`src/rtl/adc_spi_reader.sv`:
```
// ----------------------------------------------------------------------------
// adc_spi_reader
//
// Periodically reads one 12-bit sample from an external serial ADC over an
// SPI-style link (SCLK idle low, chip select active low, MSB first on MISO).
// A 16-bit frame is clocked in; rising edges 4..15 carry the sample and are
// presented on o_Lv with a one-cycle o_Valid strobe. o_Lv feeds the 12-bit
// level input of the downstream level-threshold pulse stage.
//
// Parameters
//   CLK_DIV        i_CLK cycles per SCLK half-period (>= 2)
//   SAMPLE_PERIOD  i_CLK cycles between conversion starts (>= 33*CLK_DIV+2)
//
// Ports
//   i_CLK    system clock, rising edge
//   i_RST    asynchronous active-low reset
//   i_EN     1 = periodic conversions enabled
//   i_MISO   ADC serial data
//   o_CS_n   ADC chip select, active low
//   o_SCLK   ADC serial clock
//   o_Lv     last completed 12-bit sample, held between updates
//   o_Valid  one-cycle strobe when o_Lv updates
//   o_Busy   high while a frame is in progress (o_CS_n low)
// ----------------------------------------------------------------------------
module adc_spi_reader #(
  parameter int CLK_DIV       = 4,
  parameter int SAMPLE_PERIOD = 1000
) (
  input  logic        i_CLK,
  input  logic        i_RST,
  input  logic        i_EN,
  input  logic        i_MISO,
  output logic        o_CS_n,
  output logic        o_SCLK,
  output logic [11:0] o_Lv,
  output logic        o_Valid,
  output logic        o_Busy
);

  // Smallest widths that hold SAMPLE_PERIOD-1 and CLK_DIV-1.
  localparam int TW = (SAMPLE_PERIOD > 1) ? $clog2(SAMPLE_PERIOD) : 1;
  localparam int CW = (CLK_DIV > 1) ? $clog2(CLK_DIV) : 1;

  localparam logic [TW-1:0] TIMER_LAST = TW'(SAMPLE_PERIOD - 1);
  localparam logic [CW-1:0] CNT_LAST   = CW'(CLK_DIV - 1);

  typedef enum logic [1:0] {
    IDLE,
    SETUP,
    SHIFT,
    DONE
  } state_t;

  state_t        state_q, state_d;
  logic [TW-1:0] timer_q, timer_d;
  logic [CW-1:0] cnt_q,   cnt_d;     // cycles within the current SCLK half-period
  logic [3:0]    bit_q,   bit_d;     // bit period index 0..15
  logic [15:0]   shift_q, shift_d;
  logic          cs_n_q,  cs_n_d;
  logic          sclk_q,  sclk_d;
  logic [11:0]   lv_q,    lv_d;
  logic          valid_q, valid_d;
  logic          tick;

  assign tick = (timer_q == TIMER_LAST);

  // --------------------------------------------------------------------------
  // State and output registers. Every output is driven straight from a flop.
  // --------------------------------------------------------------------------
  always_ff @(posedge i_CLK or negedge i_RST) begin
    if (!i_RST) begin
      state_q <= IDLE;
      timer_q <= '0;
      cnt_q   <= '0;
      bit_q   <= '0;
      shift_q <= '0;
      cs_n_q  <= 1'b1;
      sclk_q  <= 1'b0;
      lv_q    <= '0;
      valid_q <= 1'b0;
    end else begin
      state_q <= state_d;
      timer_q <= timer_d;
      cnt_q   <= cnt_d;
      bit_q   <= bit_d;
      shift_q <= shift_d;
      cs_n_q  <= cs_n_d;
      sclk_q  <= sclk_d;
      lv_q    <= lv_d;
      valid_q <= valid_d;
    end
  end

  // --------------------------------------------------------------------------
  // Next-state logic. Outputs are computed one cycle ahead so that the
  // registered values line up with the state they belong to.
  // --------------------------------------------------------------------------
  always_comb begin
    state_d = state_q;
    cnt_d   = cnt_q;
    bit_d   = bit_q;
    shift_d = shift_q;
    lv_d    = lv_q;
    valid_d = 1'b0;
    cs_n_d  = 1'b1;
    sclk_d  = 1'b0;

    // Free-running sample timer, independent of i_EN and of the FSM.
    timer_d = tick ? '0 : timer_q + TW'(1);

    unique case (state_q)
      IDLE: begin
        if (tick && i_EN) begin
          state_d = SETUP;
          cnt_d   = '0;
          cs_n_d  = 1'b0;
        end
      end

      SETUP: begin
        cs_n_d = 1'b0;
        if (cnt_q == CNT_LAST) begin
          state_d = SHIFT;
          cnt_d   = '0;
          bit_d   = '0;
        end else begin
          cnt_d = cnt_q + CW'(1);
        end
      end

      SHIFT: begin
        cs_n_d = 1'b0;
        sclk_d = sclk_q;
        // First cycle with SCLK high: the ADC changed MISO on the previous
        // falling edge, so the bit is settled here. No synchronizer is used
        // because MISO is launched from our own SCLK.
        if (sclk_q && (cnt_q == '0)) begin
          shift_d = {shift_q[14:0], i_MISO};
        end
        if (cnt_q == CNT_LAST) begin
          cnt_d = '0;
          if (!sclk_q) begin
            sclk_d = 1'b1;
          end else if (bit_q == 4'd15) begin
            // End of the high phase of bit 16. The last capture happened
            // earlier in this phase, so shift_q is complete. Bits 15..13
            // (edges 1-3) and bit 0 (edge 16) are dropped.
            state_d = DONE;
            cs_n_d  = 1'b1;
            sclk_d  = 1'b0;
            lv_d    = shift_q[12:1];
            valid_d = 1'b1;
          end else begin
            sclk_d = 1'b0;
            bit_d  = bit_q + 4'd1;
          end
        end else begin
          cnt_d = cnt_q + CW'(1);
        end
      end

      DONE: begin
        state_d = IDLE;
      end

      default: begin
        state_d = IDLE;
      end
    endcase
  end

  assign o_CS_n  = cs_n_q;
  assign o_SCLK  = sclk_q;
  assign o_Lv    = lv_q;
  assign o_Valid = valid_q;
  assign o_Busy  = ~cs_n_q;

endmodule

```
`config.mk`:
```
export PLATFORM = sky130hd
export DESIGN_NAME = adc_spi_reader
export DESIGN_NICKNAME = d
export VERILOG_FILES = /design/src/rtl/adc_spi_reader.sv
export SDC_FILE = /design/constraint.sdc
export NUM_CORES = 1
export LEC_CHECK = 0
export BUFFER_PORTS_ARGS = -buffer_cell sky130_fd_sc_hd__buf_4
export CAP_MARGIN = 40
export CORE_MARGIN = 5
export CORE_UTILIZATION = 45
export DETAILED_ROUTE_END_ITERATION = 16
export SYNTH_ARGS = -nofsm -noshare
export SYNTH_HDL_FRONTEND = slang
export SYNTH_SLANG_ARGS = --single-unit
export TNS_END_PERCENT = 10
```
`constraint.sdc`:
```
create_clock -name i_CLK -period 2.1 [get_ports i_CLK]
set_input_delay 0.525 -clock i_CLK [delete_from_list [all_inputs] [get_ports i_CLK]]
set_output_delay 0.525 -clock i_CLK [all_outputs]
set_load 0.05 [all_outputs]
```
==> run summary <==
The run finished with clean final reports. The number of antenna violations at the first check in global routing is 0. The share of the yosys chip area belonging to registers came out at 54.7%. In the global route stage, met1 resource usage came out at 16.9%.

The analysis attributes to cell leakage a power of 1.21 nW. The half-perimeter wire length after placement came out at 2.57 mm. The number of buffers inserted to repair setup after CTS came out at 0.

The buffer levels on the longest clock path came out at 2. The fraction of final layout cells sized beyond drive strength 1 is 33.2%. The final setup slack of the worst path came out at 0.282 ns. The final count of hold timing violations came to 0. The distinct cell type count of the synthesized netlist is 39. The number of cell rows is 25. The via count of the first global-routing pass is 1402. After detailed routing, the number of remaining DRC violations is 0.

For met2 alone, demand over resource in global routing was 21.6%. The number of nets with antenna violations after detailed routing is 0. The endpoint of the worst register-to-register path is o_Lv[11]$_DFFE_PN0P_. The number of max-slew violations in the final report is 0. The count of mapped cells out of synthesis is 169.

The tightest hold path in the finished design has a slack of 0.218 ns. By startpoint and endpoint, the worst setup path is classified as reg2reg. The number of CTS-inserted buffers came out at 5. Summed over all instances, the cell type with the most area after synthesis is sky130_fd_sc_hd__dfrtp_1. The synthesized design contains 0 enable-type register cells. In this run, post-CTS hold repair placed 0 buffers.

The maximum number of pins on one net before global-route repair came out at 47. The launching element type of the critical path is a flip-flop. In this run the standard cell core region covers 4630 sq um. TritonCTS built the clock tree. The critical path starts at bit_q[0]$_DFFE_PN0P_. The width of the chip came out at 78.4 um. The count of warnings emitted by yosys came out at 0. The area of the die came out at 6150 sq um.

The final wirelength came out at 3.64 mm. The post-CTS resize count came out at 0. The minimum clock period after layout came out at 1.82 ns.

The most critical setup path has its endpoint at o_Lv[11]$_DFFE_PN0P_. The number of primary I/O pins is 20. The number of flip-flops and latches in the synthesized netlist is 46. In this run the worst path has a maximum fanout of 8.

The standard cell area after detailed placement is 2310 sq um. The tree built by TritonCTS fans out to 46 sinks. The post-synthesis to final-layout area growth came out at 14.8%. The die outline height is 78.4 um.

The number of setup violations in the final report is 0. The detailed-route vias per instance came out at 5.40. The average footprint of a synthesized cell came out at 12.5 sq um. The largest clock skew in the final design came out at 0.00788 ns. The worst voltage drop across the vdd grid is 0.000455 V. The proportion of netlist area held by the largest area contributor came out at 53.4%. Of the available clock period, the critical path in the final layout requires 86.6%.

The total inserted antenna cells came out at 0. The tree is rooted in a sky130_fd_sc_hd__clkbuf_8. Clock-pin slew was measured on the worst setup and hold paths at 0.09 ns. The fraction of synthesis flops using an asynchronous set or reset pin is 100%. The endpoint arrival time on the critical path is 2.00 ns. The maximum clock frequency is 0.550 GHz. The clock latency on the worst-skew pair came out at 0.29 ns. The net count of the finished layout is 204. The cell area after synthesis is 2110 sq um. The routed wirelength normalized by instance count is 14.7 um.

The relative slew slack came out at 62.3%. Dividing total power by cell area gives a power density of 653 nW/um^2. The total power consumption of the routed design came out at 1.58 mW.

The first-pass GRT wire length came out at 6.44 mm. The total congestion overflow came out at 0. In this run the critical register-to-register path is launched from bit_q[0]$_DFFE_PN0P_. The setup total negative slack is 0 ns. For this configuration, the core starts out at a cell density of 45.5%. The most used flip-flop cell after synthesis is sky130_fd_sc_hd__dfrtp_1. The detailed-router iteration count before antenna repair is 4. The total routing resource utilization after global routing is 13.1%. The data required time at the worst endpoint is 2.28 ns.

The maximum level of the CTS H-tree is 2. The number of buffers added on ports came out at 19. The design area is 2420 sq um. At the end of routability-driven placement, the weighted congestion stood at 0.796.

The global routing stage identified its most utilized layer as met2. The detailed router finished its first iteration with 79 violations. The worst setup path is captured at a flip-flop. The post-placement setup slack came out at 0.296 ns. The depth of the worst register-to-register path is 6.

Setup repair after global routing left no endpoint under its margin. The global-route track usage on met3 is 3.44%. The slew at the pin closest to its max-slew limit is 0.565 ns.

When the netlist entered floorplanning its net count stood at 181. Yosys attributes the largest share of cell area to sky130_fd_sc_hd__dfrtp_1, sky130_fd_sc_hd__mux2_2, sky130_fd_sc_hd__ha_1. The type of the tightest min-delay check is in2async.

The detailed router placed 1333 vias in this run. The register-to-register path setup slack is 0.28 ns. Max-cap violations in this run came to 0.
[worst min path at each step]
| stage | start | to | slack (ns) |
|---|---|---|---|
| after floorplan | i_RST | bit_q[0]$_DFFE_PN0P_ | 0.23 |
| after global placement | timer_q[0]$_DFF_PN0_ | timer_q[0]$_DFF_PN0_ | 0.46 |
| after detailed placement | timer_q[0]$_DFF_PN0_ | timer_q[0]$_DFF_PN0_ | 0.48 |
| after CTS | i_RST | timer_q[6]$_DFF_PN0_ | 0.24 |
| after global routing | i_RST | timer_q[4]$_DFF_PN0_ | 0.26 |
| final | i_RST | timer_q[6]$_DFF_PN0_ | 0.22 |
[registers in the layout, summed over array words and instances, names as in the netlist]
register	flops
bit_q	4
cnt_q	2
o_CS_n	1
o_Lv	12
o_SCLK	1
o_Valid	1
shift_q	13
state_q	2
timer_q	10
[report_power, final]
group | internal [mW] | switching [mW] | leakage (nW)
logic | 0.00873 | 0.0198 | 0.554
clock network | 0.357 | 0.298 | 0.0585
registers | 0.892 | 0.00430 | 0.593
total | 1.26 | 0.322 | 1.21
[cells in the mapped netlist (all sizes together) (3+ instances only)]
cell    number
a21oi        3
buf          4
dfrtp       45
ha           8
inv         10
mux2        26
nand2        5
nand3        9
nand4        4
nor2        12
nor2b        3
o211ai       3
o21ai        4
xor2         5
[worst max-delay path, cell delays in order, from the launching register on]
cell                      delay [ns]
sky130_fd_sc_hd__dfrtp_1        0.43
sky130_fd_sc_hd__ha_1           0.24
sky130_fd_sc_hd__nand3_1        0.17
sky130_fd_sc_hd__nor2_1         0.25
sky130_fd_sc_hd__nand2_2        0.10
sky130_fd_sc_hd__inv_2          0.17
sky130_fd_sc_hd__mux2_2         0.36
[routing by layer]
layer	routed length (um)	part of all wire [%]	up-vias
met1	1690	46	683
met5	0	0	-
li1	-	-	635
met2	1830	50	13
met4	29	0.80	0
met3	95	2.6	2
[final cells by class]
| type | count | area (sq um) |
|---|---|---|
| Clock buffer | 5 | 68.8 |
| Clock inverter | 3 | 43.8 |
| Fill cell | 421 | 2210 |
| Inverter | 10 | 37.5 |
| Multi-Input combinational cell | 108 | 892 |
| Sequential cell | 46 | 1150 |
| Tap cell | 54 | 67.6 |
| Timing Repair Buffer | 21 | 158 |
[cell usage in the layout, fill, tap and decap left out, types with 3 or more instances in the layout]
cell type / netlist / layout
sky130_fd_sc_hd__a21oi_1: 3 / 3
sky130_fd_sc_hd__ha_1: 8 / 8
sky130_fd_sc_hd__nand4_1: 4 / 4
sky130_fd_sc_hd__mux2_2: 25 / 25
sky130_fd_sc_hd__nor2b_1: 3 / 3
sky130_fd_sc_hd__nor2_1: 12 / 12
sky130_fd_sc_hd__nand3_1: 9 / 9
sky130_fd_sc_hd__clkbuf_8: 0 / 5
sky130_fd_sc_hd__inv_1: 9 / 9
sky130_fd_sc_hd__dfrtp_1: 45 / 45
sky130_fd_sc_hd__nand2_1: 4 / 4
sky130_fd_sc_hd__o211ai_1: 3 / 3
sky130_fd_sc_hd__buf_4: 1 / 21
sky130_fd_sc_hd__o21ai_0: 3 / 3
sky130_fd_sc_hd__xor2_1: 5 / 5
[logic make-up after synthesis]
kind of cell | share of synthesized area, %
AND/OR/NAND/NOR | 12.5
multiplexers | 15.0
flip-flops | 54.7
XOR/XNOR | 2.91
adder cells (fa/ha/maj) | 4.75
buffers and inverters | 3.03
AO/OA/AOI/OAI | 7.18
[per-stage QoR]
step / util [%] / cells
5_1_grt: 52.3 / 247
3_3_place_gp: 49.8 / 239
2_1_floorplan: - / 169
4_1_cts: 52.3 / 247
6_report: 52.3 / 247
3_5_place_dp: 49.8 / 239
Power figures use the tool's default switching activity.
